`src/rtl/note_chart_sequencer.sv`:
```
// Song-chart player: walks a registered chart ROM and drives the wren/key_address stream, paced by the 0.02 s tick.
// Optional LOOP_EN: at end of song, restart from address 0 instead of parking in DONE.
module note_chart_sequencer #(
    parameter int ADDR_W     = 8,
    parameter int NOTE_TICKS = 4
) (
    input  logic              clock,
    input  logic              reset,
    input  logic              start,
    input  logic              tick,
    output logic [ADDR_W-1:0] rom_addr,
    input  logic [15:0]       rom_data,
    output logic              wren,
    output logic [1:0]        key_address,
    output logic              busy,
    output logic              song_done,
    output logic [9:0]        note_count,
    output logic [2:0]        debug_state
);

    localparam int HOLD_W = $clog2(NOTE_TICKS + 2);

    typedef enum logic [2:0] {
        S_IDLE  = 3'd0,
        S_FETCH = 3'd1,
        S_LOAD  = 3'd2,
        S_PLAY  = 3'd3,
        S_DONE  = 3'd4
    } state_t;

    state_t state, state_next;

    logic [13:0]       dur_cnt, dur_next;
    logic [HOLD_W-1:0] hold_cnt, hold_next;
    logic [ADDR_W-1:0] rom_addr_next;
    logic              wren_next;
    logic [1:0]        key_next;
    logic              song_done_next;
    logic [9:0]        note_count_next;
    logic              end_song;

    logic [1:0]  entry_code;
    logic [13:0] entry_dur;

    assign entry_code  = rom_data[15:14];
    assign entry_dur   = rom_data[13:0];
    assign busy        = (state == S_FETCH) || (state == S_LOAD) || (state == S_PLAY);
    assign debug_state = state;

    always_ff @(posedge clock) begin
        if (reset) begin
            state       <= S_IDLE;
            rom_addr    <= '0;
            wren        <= 1'b1;
            key_address <= 2'b00;
            song_done   <= 1'b0;
            note_count  <= '0;
            dur_cnt     <= '0;
            hold_cnt    <= '0;
        end else begin
            state       <= state_next;
            rom_addr    <= rom_addr_next;
            wren        <= wren_next;
            key_address <= key_next;
            song_done   <= song_done_next;
            note_count  <= note_count_next;
            dur_cnt     <= dur_next;
            hold_cnt    <= hold_next;
        end
    end

    always_comb begin
        state_next      = state;
        rom_addr_next   = rom_addr;
        wren_next       = wren;
        key_next        = key_address;
        song_done_next  = 1'b0;
        note_count_next = note_count;
        dur_next        = dur_cnt;
        hold_next       = hold_cnt;
        end_song        = 1'b0;

        case (state)
            S_IDLE, S_DONE: begin
                // A start pulse always wins over a coincident tick; nothing here consumes ticks.
                if (start) begin
                    state_next      = S_FETCH;
                    rom_addr_next   = '0;
                    note_count_next = '0;
                    wren_next       = 1'b0;
                    key_next        = 2'b00;
                end
            end

            S_FETCH: begin
                state_next = S_LOAD;
            end

            S_LOAD: begin
                if (entry_code == 2'b00 && entry_dur == 14'd0) begin
                    end_song = 1'b1;
                end else if (entry_code != 2'b00) begin
                    key_next  = entry_code;
                    hold_next = HOLD_W'(NOTE_TICKS);
                    dur_next  = (entry_dur == 14'd0) ? 14'd1 : entry_dur;
                    if (note_count != 10'd1023) begin
                        note_count_next = note_count + 10'd1;
                    end
                    state_next = S_PLAY;
                end else begin
                    key_next   = 2'b00;
                    hold_next  = '0;
                    dur_next   = entry_dur;
                    state_next = S_PLAY;
                end
            end

            S_PLAY: begin
                if (tick) begin
                    dur_next = dur_cnt - 14'd1;
                    if (hold_cnt != '0) begin
                        hold_next = hold_cnt - HOLD_W'(1);
                        if (hold_cnt == HOLD_W'(1)) begin
                            key_next = 2'b00;
                        end
                    end
                    // dur_cnt is never 0 in PLAY, so 1 means this tick ends the entry.
                    if (dur_cnt == 14'd1) begin
                        key_next = 2'b00;
                        if (rom_addr == {ADDR_W{1'b1}}) begin
                            end_song = 1'b1;
                        end else begin
                            rom_addr_next = rom_addr + ADDR_W'(1);
                            state_next    = S_FETCH;
                        end
                    end
                end
            end

            default: begin
                state_next = S_IDLE;
            end
        endcase

        if (end_song) begin
            song_done_next = 1'b1;
            key_next       = 2'b00;
`ifdef LOOP_EN
            rom_addr_next  = '0;
            state_next     = S_FETCH;
`else
            state_next     = S_DONE;
`endif
        end
    end

endmodule

```
`config.mk`:
```
export PLATFORM = sky130hd
export DESIGN_NAME = note_chart_sequencer
export DESIGN_NICKNAME = d
export VERILOG_FILES = /design/src/rtl/note_chart_sequencer.sv
export SDC_FILE = /design/constraint.sdc
export NUM_CORES = 1
export LEC_CHECK = 0
export ABC_AREA = 1
export BUFFER_PORTS_ARGS = -buffer_cell sky130_fd_sc_hd__buf_2
export CELL_PAD_IN_SITES_DETAIL_PLACEMENT = 0
export CELL_PAD_IN_SITES_GLOBAL_PLACEMENT = 1
export CORE_ASPECT_RATIO = 1.5
export CORE_MARGIN = 2
export CORE_UTILIZATION = 43
export DETAILED_ROUTE_END_ITERATION = 12
export GPL_ROUTABILITY_DRIVEN = 1
export GPL_TIMING_DRIVEN = 0
export PLACE_DENSITY_LB_ADDON = 0.1
export REMOVE_ABC_BUFFERS = 1
export SKIP_LAST_GASP = 1
export SLEW_MARGIN = 20
export SYNTH_ARGS = -nofsm -noshare
export SYNTH_HDL_FRONTEND = slang
export SYNTH_SLANG_ARGS = --single-unit
```
`constraint.sdc`:
```
create_clock -name clock -period 3.7 [get_ports clock]
set_input_delay 0.185 -clock clock [delete_from_list [all_inputs] [get_ports clock]]
set_output_delay 0.185 -clock clock [all_outputs]
set_load 0.1 [all_outputs]
```
==> key figures <==
Cells and area
  • Multi-input logic area: 1760 sq um
  • Register area: 840.8 sq um
  • P&R area growth vs syn: 11.72%
  • Layout fillers: 749
  • Diodes inserted: 0
  • Nets: 518
  • Layout cells sized above 1: 0.1772

Detailed routing
  • Wirelength per Cell: 13.85 um
  • Vias: 2970
  • Final wirelength: 7852 um
  • First drt pass iteration count: 4
  • Drt drc: 0
  • DR iter-0 viols: 115
  • Vias per inst: 5.238
  • ANT nets after route: 0

Die
  • Die width: 70.48 um
  • Core area: 6441 sq um
  • Die area: 7309 sq um
  • Die height: 103.7 um
  • IO Pins: 46
  • Initial core utilization: 0.4425
  • # rows: 36

Pwr
  • Logic gate share of total power: 0.572
  • Int Power: 0.9756 mW
  • Sw power: 1.156 mW
  • Sw Share: 0.5423
  • Pwr dens: 669.4 nW/um^2
  • Clock Power Share: 0.137
  • Peak supply drop: 0.0003904 V
  • Tot Pwr: 2.132 mW
  • Seq pwr share: 0.291
  • Leak: 1.424 nW

Global route
  • Largest net degree at the start of global routing: 29
  • GRT Util Overall: 0.2238
  • Antenna violations before repair: 0
  • Grt total ovfl: 0
  • Vias in the first global route: 2841
  • First-pass GRT wire length: 13160 um

Critical path
  • CP startpoint: debug_state[0]
  • Reg2reg start: debug_state[0]
  • CP Data Required Time: 3930 ps
  • CP startpoint kind: flip-flop
  • Crit path DAT: 3380 ps
  • CP Capture Type: flip-flop
  • Crit path kind: flip-flop to flip-flop
  • Crit-path max FO: 23

Synthesis
  • Synth warn: 0
  • Post-Synthesis Cells: 449
  • Number of flops mapped to enable cells by yosys: 0
  • Post-synth top area cell: dfxtp_1
  • Yosys top cell area share: 0.2950
  • Cell Area, Synth: 2850 sq um
  • #FFs+latches synth: 42
  • Top cells by area, synth: dfxtp_1 29%, nand2_1 16%, nor2_1 9.4%
  • Most used DFF post-synth: dfxtp_1
  • Seq/Total Area, Yosys: 0.2950
  • Unique masters post-synth: 34
  • Top-count cell post-synth: nand2_1
  • Fraction of registers with async set/reset: 0
  • Top cells by count, synth: 119 x nand2_1, 71 x nor2_1, 43 x inv_1, 42 x dfxtp_1, 42 x nand3_1
  • Avg Inst Size Synth: 6.348 sq um

STA
  • Crit share post-route: 0.8507
  • Slew Limit Fails: 0
  • Setup_tns: 0 ps
  • Setup violations, final: 0
  • Slew @ Worst Pin: 979.4 ps
  • Final Hold Viols: 0
  • F_max: 317.7 MHz
  • Min cycle time layout: 3148 ps
  • Slew HR: 0.3452
  • RSZ-0062 raised after global routing: false
  • Skew final: 5.698 ps
  • Minimum hold slack: 133.1 ps

Clocking
  • Longest Clk Path Bufs: 2
  • Clock latency on the worst-skew pair: 300 ps
  • Worst-path clk slew: 80 ps
  • Clock root cell: clkbuf_8
  • Cts bufs inserted: 5
  • CTS tree: done
  • TritonCTS Sinks: 42
  • Setup bufs post-CTS: 0
  • H-tree level count: 2
  • Post-CTS Resized: 0
  • Hold-fix buffers, CTS: 0

Min path
  • Min-delay src: rom_data[15]
  • Hold Crit Class: primary input to flip-flop

Placed design
  • Buffers on Ports: 45
  • Gpl congestion: 0.8173
  • DP HPWL: 5734 um

Flow run
  • Max-Cap Viols: 0

Run status
  • Status: completed
## through the flow
stage	cells	utilization	cell area (sq um)	setup slack, ps
floorplan	439	-	2788	733.5
global placement	560	0.4825	3108	494.8
detailed placement	560	0.4825	3108	467.8
CTS	567	0.4944	3184	490.8
global route	567	0.4944	3184	146.0
finish	567	0.4944	3184	552.2
## kinds of logic after synthesis
| logic type | after synthesis | synth area share |
|---|---|---|
| flops | 42 | 0.2950 |
| compound gates | 53 | 0.1115 |
| buf+inv | 59 | 0.08735 |
| fa+ha+maj | 7 | 0.03073 |
| xor+xnor | 7 | 0.02151 |
| simple gates | 281 | 0.4539 |
## final timing paths
check                    to  slack (ps)  depth (start not counted)
max             rom_addr[7]         550                          6
min          key_address[1]         130                          3
max reg2reg     rom_addr[7]         550                          6
min reg2reg            wren         450                          2
## registers in the layout (all words and copies together) (netlist names)
name         flops
rom_addr         8
dur_cnt         14
key_address      2
note_count      10
debug_state      3
hold_cnt         3
wren             1
song_done        1
## layout by cell type, fill, tap and decap left out, drive strengths merged, types with 5 or more instances in the layout
| cell | n |
|---|---|
| o21ai | 16 |
| a21oi | 33 |
| nor2 | 75 |
| nand3 | 46 |
| buf | 45 |
| nand2 | 131 |
| ha | 7 |
| clkbuf | 7 |
| dfxtp | 42 |
| xor2 | 5 |
| inv | 48 |
| nand4 | 19 |
## layout make-up
cell class / count / area share
Tap cell: 76 / 0.02986
Sequential cell: 42 / 0.2640
Multi-Input combinational cell: 348 / 0.5528
Clock buffer: 7 / 0.02397
Timing Repair Buffer: 45 / 0.07073
Inverter: 49 / 0.05855
## routing by layer
| layer | up-vias | track usage | wire, um |
|---|---|---|---|
| met5 | - | 0 | 0 |
| met4 | 0 | 0.1085 | 289 |
| met3 | 18 | 0.03696 | 245 |
| met2 | 60 | 0.3949 | 4131 |
| met1 | 1367 | 0.2556 | 3186 |
| li1 | 1525 | - | - |
## worst max-delay path, stage by stage, from the launching register on
cell and delay (ps):
dfxtp_1 470, nand3_1 740, inv_1 890, nand2_1 460, nand3_2 300, nand2_1 70, a21oi_1 130
## power by group through the flow
stage | Sequential (mW) | Combinational, mW | Clock [mW]
floorplan | 0.817 | 0.761 | 0
global placement | 0.627 | 1.22 | 0
detailed placement | 0.630 | 1.23 | 0
CTS | 0.620 | 1.23 | 0.306
global route | 0.633 | 1.36 | 0.323
finish | 0.620 | 1.22 | 0.292
Power figures use the tool's default switching activity.
